--- src/rtl/adder_nibble_sequencer_pkg.sv ---
// Shared types and constants for the nibble-serial adder sequencer.
package adder_nibble_sequencer_pkg;
   localparam int NIBBLE_W    = 4;
   localparam int NIBBLES_DEF = 4;

   typedef enum logic [1:0] {
      ST_IDLE = 2'd0,
      ST_RUN  = 2'd1,
      ST_DONE = 2'd2
   } state_t;
endpackage

--- src/rtl/ripple_carry_adder_4bit.sv ---
// 4-bit ripple-carry adder; purely combinational, no backpressure.
module ripple_carry_adder_4bit
   import adder_nibble_sequencer_pkg::*;
(
   input  logic [NIBBLE_W-1:0] i_a,
   input  logic [NIBBLE_W-1:0] i_b,
   input  logic                i_cin,
   output logic [NIBBLE_W-1:0] o_sum,
   output logic                o_cout
);
   logic [NIBBLE_W:0] w_c;

   assign w_c[0] = i_cin;

   for (genvar k = 0; k < NIBBLE_W; k++) begin : g_fa
      assign o_sum[k]   = i_a[k] ^ i_b[k] ^ w_c[k];
      assign w_c[k+1]   = (i_a[k] & i_b[k]) | (w_c[k] & (i_a[k] ^ i_b[k]));
   end

   assign o_cout = w_c[NIBBLE_W];
endmodule

--- src/rtl/adder_nibble_sequencer.sv ---
// Two-requester adder sharing one 4-bit adder, one nibble per cycle; result after NIBBLES+1 cycles.
// Result is held in DONE until rsp_ready; no requests are accepted outside IDLE.
module adder_nibble_sequencer
   import adder_nibble_sequencer_pkg::*;
#(
   parameter int NIBBLES = NIBBLES_DEF
) (
   input  logic                        clk,
   input  logic                        rst,
   input  logic                        req0_valid,
   input  logic [NIBBLE_W*NIBBLES-1:0] req0_a,
   input  logic [NIBBLE_W*NIBBLES-1:0] req0_b,
   input  logic                        req0_cin,
   output logic                        req0_ready,
   input  logic                        req1_valid,
   input  logic [NIBBLE_W*NIBBLES-1:0] req1_a,
   input  logic [NIBBLE_W*NIBBLES-1:0] req1_b,
   input  logic                        req1_cin,
   output logic                        req1_ready,
   output logic                        rsp_valid,
   input  logic                        rsp_ready,
   output logic                        rsp_id,
   output logic [NIBBLE_W*NIBBLES-1:0] rsp_sum,
   output logic                        rsp_cout,
   output logic                        busy
);
   localparam int W     = NIBBLE_W * NIBBLES;
   localparam int IDX_W = (NIBBLES > 1) ? $clog2(NIBBLES) : 1;

   state_t                r_state;
   logic [IDX_W-1:0]      r_idx;
   logic                  r_carry;
   logic [W-1:0]          r_a;
   logic [W-1:0]          r_b;
   logic [W-1:0]          r_sum;
   logic                  r_cout;
   logic                  r_id;
   logic                  r_last;
   logic                  r_rsp_valid;
   logic                  r_busy;

   logic                  w_idle;
   logic                  w_grant_id;
   logic                  w_hs;
   logic [NIBBLE_W-1:0]   w_nib_a;
   logic [NIBBLE_W-1:0]   w_nib_b;
   logic [NIBBLE_W-1:0]   w_nib_sum;
   logic                  w_nib_cout;

   // On a tie the requester not served last wins; otherwise whoever is valid.
   assign w_idle     = (r_state == ST_IDLE);
   assign w_grant_id = (req0_valid & req1_valid) ? ~r_last : req1_valid;
   assign req0_ready = w_idle & req0_valid & ~w_grant_id;
   assign req1_ready = w_idle & req1_valid &  w_grant_id;
   assign w_hs       = req0_ready | req1_ready;

   assign w_nib_a = r_a[r_idx*NIBBLE_W +: NIBBLE_W];
   assign w_nib_b = r_b[r_idx*NIBBLE_W +: NIBBLE_W];

   ripple_carry_adder_4bit u_rca (
      .i_a    (w_nib_a),
      .i_b    (w_nib_b),
      .i_cin  (r_carry),
      .o_sum  (w_nib_sum),
      .o_cout (w_nib_cout)
   );

   always_ff @(posedge clk or posedge rst) begin
      if (rst) begin
         r_state     <= ST_IDLE;
         r_idx       <= '0;
         r_carry     <= 1'b0;
         r_a         <= '0;
         r_b         <= '0;
         r_sum       <= '0;
         r_cout      <= 1'b0;
         r_id        <= 1'b0;
         r_last      <= 1'b1;
         r_rsp_valid <= 1'b0;
         r_busy      <= 1'b0;
      end else begin
         case (r_state)
            ST_IDLE: begin
               if (w_hs) begin
                  r_a     <= w_grant_id ? req1_a : req0_a;
                  r_b     <= w_grant_id ? req1_b : req0_b;
                  r_carry <= w_grant_id ? req1_cin : req0_cin;
                  r_id    <= w_grant_id;
                  r_idx   <= '0;
                  r_busy  <= 1'b1;
                  r_state <= ST_RUN;
               end
            end
            ST_RUN: begin
               r_sum[r_idx*NIBBLE_W +: NIBBLE_W] <= w_nib_sum;
               r_carry <= w_nib_cout;
               r_idx   <= r_idx + 1'b1;
               if (r_idx == IDX_W'(NIBBLES - 1)) begin
                  r_cout      <= w_nib_cout;
                  r_rsp_valid <= 1'b1;
                  r_state     <= ST_DONE;
               end
            end
            ST_DONE: begin
               if (rsp_ready) begin
                  r_last      <= r_id;
                  r_rsp_valid <= 1'b0;
                  r_busy      <= 1'b0;
                  r_state     <= ST_IDLE;
               end
            end
            default: begin
               r_state     <= ST_IDLE;
               r_rsp_valid <= 1'b0;
               r_busy      <= 1'b0;
            end
         endcase
      end
   end

   assign rsp_valid = r_rsp_valid;
   assign rsp_id    = r_id;
   assign rsp_sum   = r_sum;
   assign rsp_cout  = r_cout;
   assign busy      = r_busy;
endmodule
--- config.mk ---
export PLATFORM = sky130hd
export DESIGN_NAME = adder_nibble_sequencer
export DESIGN_NICKNAME = d
export VERILOG_FILES = /design/src/rtl/adder_nibble_sequencer_pkg.sv /design/src/rtl/ripple_carry_adder_4bit.sv /design/src/rtl/adder_nibble_sequencer.sv
export SDC_FILE = /design/constraint.sdc
export NUM_CORES = 1
export LEC_CHECK = 0
export CAP_MARGIN = 5
export CORE_MARGIN = 3
export CORE_UTILIZATION = 49
export CTS_BUF_LIST = sky130_fd_sc_hd__clkbuf_16
export DETAILED_ROUTE_END_ITERATION = 8
export MAX_ROUTING_LAYER = met4
export PLACE_DENSITY = 0.86
export RECOVER_POWER = 50
export SLEW_MARGIN = 5
export SYNTH_ARGS = -nofsm -noshare
export SYNTH_HDL_FRONTEND = slang
export SYNTH_SLANG_ARGS = --single-unit
--- constraint.sdc ---
create_clock -name clk -period 3.87 [get_ports clk]
set_clock_uncertainty 0.05 [all_clocks]
set_input_delay 0.5805 -clock clk [delete_from_list [all_inputs] [get_ports clk]]
set_output_delay 0.5805 -clock clk [all_outputs]
set_load 0.01 [all_outputs]
==> results of run 1 <==
-- sequential cells by signal, summed over array words and instances, names as in the netlist --
| register | cells |
|---|---|
| rsp_valid | 1 |
| rsp_id | 1 |
| r_carry | 1 |
| rsp_sum | 16 |
| r_state | 2 |
| r_b | 16 |
| busy | 1 |
| r_a | 16 |
| r_idx | 2 |
| rsp_cout | 1 |
| r_last | 1 |
-- power by group through the flow --
stage                     Sequential [mW]  Combinational [mW]  Clock, mW
after floorplan                      1.05                1.49          0
after global placement               1.12                1.80          0
after detailed placement             1.14                1.88          0
after CTS                            1.14                1.91      0.903
after global routing                 1.17                2.05      0.929
final                                1.14                1.87      0.896
-- worst max-delay path, cell delays in order (launching register included) --
cell      delay (ns)
dfrtp_1         0.64
mux4_2          0.57
inv_1           0.08
fa_1            0.16
inv_1           0.05
fa_1            0.36
inv_1           0.08
fa_1            0.16
inv_1           0.05
fa_1            0.51
nand2b_1        0.10
o31ai_1         0.26
-- layout by cell type (no fill, tap or decap), drive strengths merged, types with 2 or more instances in the layout --
cell / instances
nand2: 84
clkdlybuf4s50: 83
dfrtp: 57
a21oi: 32
a31oi: 32
inv: 12
clkbuf: 11
dlygate4sd3: 9
mux4: 8
o41ai: 6
o31ai: 6
ha: 6
nand2b: 5
nand3b: 5
fa: 4
o21ai: 4
a22o: 3
mux2: 3
bufinv: 3
buf: 3
nor2: 3
o21bai: 2
clkinv: 2
a21o: 2
-- metal layers --
layer	global-route usage	wire, um
met1	0.265	3310
met4	0.103	255
met3	0.0417	511
met5	-	0
met2	0.347	3990
-- per-stage QoR --
| step | total power [mW] | hold slack, ns |
|---|---|---|
| 2_1_floorplan | 2.54 | 0.459 |
| 3_5_place_dp | 3.02 | 0.416 |
| 6_report | 3.90 | 0.416 |
| 4_1_cts | 3.95 | 0.427 |
| 3_3_place_gp | 2.92 | 0.409 |
| 5_1_grt | 4.15 | 0.456 |
-- path summary, 6_finish.rpt --
kind / start / slack (ns) / depth (start not counted) / to
setup / recovery: r_idx[0]$_DFFE_PP0P_ / 0.69 / 11 / rsp_sum[11]$_DFFE_PP0P_
hold / removal: rsp_sum[9]$_DFFE_PP0P_ / 0.42 / 2 / rsp_sum[9]$_DFFE_PP0P_
setup reg to reg: r_idx[0]$_DFFE_PP0P_ / 0.69 / 11 / rsp_sum[11]$_DFFE_PP0P_
hold reg to reg: rsp_sum[9]$_DFFE_PP0P_ / 0.42 / 2 / rsp_sum[9]$_DFFE_PP0P_
max in group asynchronous: rst / 0.85 / 3 / rsp_sum[15]$_DFFE_PP0P_
min in group asynchronous: rst / 0.98 / 2 / r_b[0]$_DFFE_PP0P_
-- final cells by class --
type / count / area (um2)
clock inverters: 7 / 109
inverters: 11 / 41.3
fillers: 543 / 2210
multi-input cells: 215 / 1720
clock buffers: 9 / 225
well taps: 96 / 120
flip-flops and latches: 58 / 1450
repair buffers: 97 / 951
-- kinds of logic after synthesis --
| kind of cell | count (synthesis) | synth area share |
|---|---|---|
| buf+inv | 34 | 0.0904 |
| simple gates | 103 | 0.134 |
| mux | 12 | 0.0642 |
| flops | 58 | 0.417 |
| fa+ha+maj | 10 | 0.0445 |
| compound gates | 90 | 0.250 |
==> Implementation_results.wiki, run 1 <==
{| class="wikitable"
! Metric !! Value
|-
| Result of the run || completed
|-
| Synth Warn # || 0
|-
| Post-layout min period || roughly 3.2 ns
|-
| Antenna Diode Count || 0
|-
| Clock slew at the register clock pins of the worst setup and hold paths || ~0.05 ns
|-
| Kind of critical path || flip-flop to flip-flop
|-
| FMAX || about 0.31 GHz
|-
| Number of antenna violations at the first check in global routing || 0
|-
| Routability congestion estimate from global placement || ~0.79
|-
| Vias in the first global route || about 2800
|-
| Global-route wire length before repair || between 10 and 15 mm
|-
| Total gr overflow || 0
|-
| Cell internal pwr || 2.39 mW
|-
| Core region area || slightly below 7000 um2
|-
| CTS Hold Buffers Added || 0
|-
| Ranking of synthesized cells by area || dfrtp_1 41%, a31oi_4 12%, nand2_1 9.0%, mux4_2 5.2%, a21oi_1 4.6%
|-
| Clock tree from TritonCTS || built
|-
| Post-detail-place hpwl || just under 6 mm
|-
| Starting DRT DRC Count || ~170
|-
| Area growth syn-to-layout || 32.4%
|-
| Kind of capture point of the worst setup path || flip-flop
|-
| CTS buffer count || 9
|-
| Worst setup slack after placement || around 0.69 ns
|-
| Maximum number of pins on one net before global-route repair || 36
|-
| Number of setup buffers added after CTS || 0
|-
| Data arrival time of the critical path || between 3 and 4 ns
|-
| Sw frac || 0.387
|-
| RSZ-0062 raised after global routing || false
|-
| Cell area power density || 845 nW/um2
|-
| Number of pins exceeding their max-slew limit in the final report || 0
|-
| Cell Count Post-Placement || approximately 480
|-
| Post-synth EDFFs || 0
|-
| Number of gates given a new drive strength after cts || 0
|-
| Via count || 2710
|-
| H-Tree Depth || 3
|-
| Setup Viol. Count Final || 0
|-
| Tightest Pin Transition || about 1.5 ns
|-
| Startpoint kind of the worst setup timing path || flip-flop
|-
| Number of design rule violations left after detail routing || 0
|-
| Largest driver fanout on the critical path || 9
|-
| Setup TNS || 0 ns
|-
| Leakage power total || between 1.5 and 2 nW
|-
| Max clock buf depth || 2
|-
| Maximum ir drop on the vdd rail || 0.372 mV
|-
| Routed length per instance || 16.4 um
|-
| Sequential fraction of the synthesis area || 0.417
|-
| Synth Net Count || 388
|-
| Die Span X || 90.4 um
|-
| Initial standard-cell utilization of the core || 0.510
|-
| Power share of the sequential group || 0.292
|-
| Synth unique cells || 43
|-
| Net count of the finished layout || approximately 470
|-
| Commonest cells in the synthesized netlist || 84 x nand2_1, 57 x dfrtp_1, 32 x a21oi_1
|-
| I/O Pins || between 90 and 100
|-
| Die area || approximately 8000 um2
|-
| Library cell with the highest instance count after synthesis || nand2_1
|-
| Finished Layout Cells || 493
|-
| Post-synth design cell area || ~3500 um2
|-
| Final Hold Viols || 0
|-
| Post-detailed-routing wire length || 8.07 mm
|-
| Power share of the combinational group || 0.479
|-
| Smallest setup slack after layout || just under 0.7 ns
|-
| Worst slew slack as a fraction of its limit || 0.0175
|-
| Cells after synthesis || 307
|-
| Period Utilization, post-route || 0.822
|-
| Post-place instance area || about 4300 um2
|-
| Top_reg_cell synth || dfrtp_1
|-
| Fraction of registers with async set/reset || 1.00
|-
| Flip-flop and latch count after synthesis || 58
|-
| Number of port buffers || 92
|-
| Placement Rows || 30
|-
| Remaining antenna violation count || 0
|-
| Max-cap viol count || 0
|-
| Utilization after layout || 0.676
|-
| Root buffer cell || clkbuf_16
|-
| Yosys top cell area share || 0.409
|-
| Clk Latency, worst-skew pair || between 0.3 and 0.4 ns
|-
| Share of cells above drive strength 1 || 0.146
|-
| Design area || between 4000 and 5000 um2
|-
| Sinks on the clock net || 58
|-
| Library cell occupying the most area in the post-synthesis netlist || dfrtp_1
|-
| Number of detailed-routing iterations run before antenna repair || 4
|-
| Required time of the worst setup path || 4.04 ns
|-
| Type of the most critical hold path || flip-flop to flip-flop
|-
| Average footprint of a synthesized cell || 11.4 um2
|-
| Aggregate global-route resource usage || 0.216
|-
| Switch Pwr || around 1.5 mW
|-
| Vias per std cell || 5.50
|-
| Clock network fraction of design power || 0.230
|-
| Vertical die dimension || 90.4 um
|}
No activity file was read; power rests on OpenSTA's default activity.
==> run 2: changes to the inputs <==
- clock period: 3.87 -> 3.2 ns (I/O delays scaled with it)
==> run 2 against run 1 <==
Compared with the run above:
- via count shrank 1.7%
- non-clock buffer count rose by 3
- die area stayed put
- first-iteration DRC count fell by 21%
- largest power group unchanged
- final cell count up 0.61%
- critical endpoint unchanged
- hold slack about the same
==> Implementation_results.wiki, run 2 (synthesized netlist as in run 1, its figures left out) <==
{| class="wikitable"
! Metric !! Value
|-
| Post-detail-place hpwl || 5.86 mm (was 5.87 mm)
|-
| Number of setup buffers added after CTS || 0 (unchanged)
|-
| Global-route wire length before repair || 13.1 mm (was 13.6 mm)
|-
| Utilization after layout || 0.668 (was 0.676)
|-
| Worst slew slack as a fraction of its limit || 0.0719 (was 0.0175)
|-
| Final Hold Slack || 0.416 ns (about the same)
|-
| Number of pins exceeding their max-slew limit in the final report || 0 (unchanged)
|-
| RSZ-0062 raised after global routing || false (unchanged)
|-
| Max clock buf depth || 2 (unchanged)
|-
| Starting DRT DRC Count || 136 (was 172)
|-
| Number of antenna violations at the first check in global routing || 0 (unchanged)
|-
| Chain of cells forming the critical path || mux4_2, inv_1, fa_1, inv_1, fa_1, inv_1, fa_1, inv_1, fa_1, nand2b_1, o31ai_1 (unchanged)
|-
| Power share of the combinational group || 0.512 (was 0.479)
|-
| Sinks on the clock net || 58 (unchanged)
|-
| Cell area power density || 971 nW/um2 (was 845 nW/um2)
|-
| CTS buffer count || 9 (unchanged)
|-
| Leakage power total || 1.84 nW (was 1.87 nW)
|-
| Period Utilization, post-route || 0.936 (was 0.822)
|-
| Total gr overflow || 0 (unchanged)
|-
| Sw frac || 0.401 (was 0.387)
|-
| Net count of the finished layout || 476 (was 473)
|-
| Clk Latency, worst-skew pair || 0.33 ns (about the same)
|-
| Maximum ir drop on the vdd rail || 0.410 mV (was 0.372 mV)
|-
| Type of the most critical hold path || flip-flop to flip-flop (unchanged)
|-
| Core region area || 6830 um2 (unchanged)
|-
| Post-layout min period || 3.00 ns (was 3.18 ns)
|-
| Most common cell after layout, fill and taps aside || nand2_1 (unchanged)
|-
| Remaining antenna violation count || 0 (unchanged)
|-
| Routability congestion estimate from global placement || 0.808 (was 0.785)
|-
| Post-detailed-routing wire length || 7.91 mm (was 8.07 mm)
|-
| Largest driver fanout on the critical path || 7 (was 9)
|-
| Kind of capture point of the worst setup path || flip-flop (unchanged)
|-
| Root buffer cell || clkbuf_16 (unchanged)
|-
| Maximum number of pins on one net before global-route repair || 59 (was 36)
|-
| Final Hold Viols || 0 (unchanged)
|-
| Max-cap viol count || 0 (unchanged)
|-
| Routed length per instance || 16.0 um (was 16.4 um)
|-
| Kind of critical path || flip-flop to flip-flop (unchanged)
|-
| Share of cells above drive strength 1 || 0.150 (was 0.146)
|-
| Die Span X || 90.4 um (unchanged)
|-
| Most frequent cells in the layout || 84 x nand2_1, 83 x clkdlybuf4s50_1, 56 x dfrtp_1 (was 84 x nand2_1, 83 x clkdlybuf4s50_1, 57 x dfrtp_1)
|-
| FMAX || 0.334 GHz (was 0.314 GHz)
|-
| Power share of the sequential group || 0.305 (was 0.292)
|-
| Result of the run || completed (unchanged)
|-
| Vias per std cell || 5.37 (was 5.50)
|-
| Switch Pwr || 1.78 mW (was 1.51 mW)
|-
| Vertical die dimension || 90.4 um (unchanged)
|-
| Clock slew at the register clock pins of the worst setup and hold paths || 0.05 ns (about the same)
|-
| Via count || 2664 (was 2710)
|-
| Cell with the largest stage delay on the worst path || mux4_2 (was dfrtp_1)
|-
| Antenna Diode Count || 0 (unchanged)
|-
| I/O Pins || 93 (unchanged)
|-
| H-Tree Depth || 3 (unchanged)
|-
| Number of detailed-routing iterations run before antenna repair || 4 (unchanged)
|-
| Filler cell count in the final layout || 534 (was 543)
|-
| Clock tree from TritonCTS || built (unchanged)
|-
| Required time of the worst setup path || 3.36 ns (was 4.04 ns)
|-
| Data arrival time of the critical path || 3.16 ns (was 3.36 ns)
|-
| Cell internal pwr || 2.65 mW (was 2.39 mW)
|-
| Setup Viol. Count Final || 0 (unchanged)
|-
| Die area || 8160 um2 (unchanged)
|-
| Placement Rows || 30 (unchanged)
|-
| CTS Hold Buffers Added || 0 (unchanged)
|-
| Number of port buffers || 92 (unchanged)
|-
| Area growth syn-to-layout || 30.8% (was 32.4%)
|-
| Initial standard-cell utilization of the core || 0.510 (unchanged)
|-
| Vias in the first global route || 2746 (was 2830)
|-
| Tightest Pin Transition || 1.39 ns (was 1.47 ns)
|-
| Highest cell delay on the worst timing path || 0.54 ns (was 0.64 ns)
|-
| Number of design rule violations left after detail routing || 0 (unchanged)
|-
| Aggregate global-route resource usage || 0.208 (was 0.216)
|-
| Clock network fraction of design power || 0.183 (was 0.230)
|-
| Startpoint kind of the worst setup timing path || flip-flop (unchanged)
|-
| Setup TNS || 0 ns (unchanged)
|}
run 2: final timing paths:
path / from / to / slack [ns] / cells past startpoint
worst min-delay path: rsp_sum[12]$_DFFE_PP0P_ / rsp_sum[12]$_DFFE_PP0P_ / 0.42 / 2
worst max register to register: r_idx[0]$_DFFE_PP0P_ / rsp_sum[11]$_DFFE_PP0P_ / 0.20 / 11
worst max-delay path: r_idx[0]$_DFFE_PP0P_ / rsp_sum[11]$_DFFE_PP0P_ / 0.20 / 11
min in group asynchronous: rst / rsp_sum[0]$_DFFE_PP0P_ / 1.02 / 3
worst min register to register: rsp_sum[12]$_DFFE_PP0P_ / rsp_sum[12]$_DFFE_PP0P_ / 0.42 / 2
max in group asynchronous: rst / r_idx[0]$_DFFE_PP0P_ / 1.16 / 3
run 2: repair_timing:
action,4_1_cts,5_1_grt
setup endpoints to repair,0,2
endpoints found under the hold margin,0,0
resized for setup,0,1
run 2: layer usage:
metal / part of all wire / global-route usage / wire [um]
met2: 0.51 / 0.335 / 4070
met4: 0.017 / 0.0931 / 136
met1: 0.41 / 0.256 / 3280
met5: 0 / - / 0
met3: 0.054 / 0.0367 / 427
run 2: layout make-up:
type	count	area [um2]	share of cell area
Multi-Input combinational cell	215	1720	0.377
Tap cell	96	120	0.0263
Clock buffer	9	225	0.0494
Clock inverter	7	27.5	0.00603
Inverter	11	41.3	0.00905
Timing Repair Buffer	100	975	0.214
Sequential cell	58	1450	0.319
run 2: power by group through the flow:
stage	clock network [mW]	logic, mW	registers [mW]
2_1_floorplan	0	1.80	1.27
6_report	0.813	2.27	1.35
5_1_grt	0.855	2.49	1.39
3_3_place_gp	0	2.22	1.33
4_1_cts	0.824	2.31	1.35
3_5_place_dp	0	2.30	1.35
run 2: through the flow:
stage	setup slack, ns	power (mW)	instance area, um2	cells
finish	0.204	4.43	4560	496
global route	0.0120	4.73	4560	496
CTS	0.0695	4.48	4570	496
detailed placement	0.113	3.65	4310	480
global placement	0.238	3.56	4310	480
floorplan	0.198	3.08	3490	307
run 2: worst max-delay path, delay by kind of cell (launching register included):
family | cells | cell delay (ns)
adders and majority gates | 4 | 1.17
AOI/OAI and AO/OA | 1 | 0.29
muxes | 1 | 0.54
DFF | 1 | 0.47
and+or+nand+nor | 1 | 0.10
buffers and inverters | 4 | 0.27
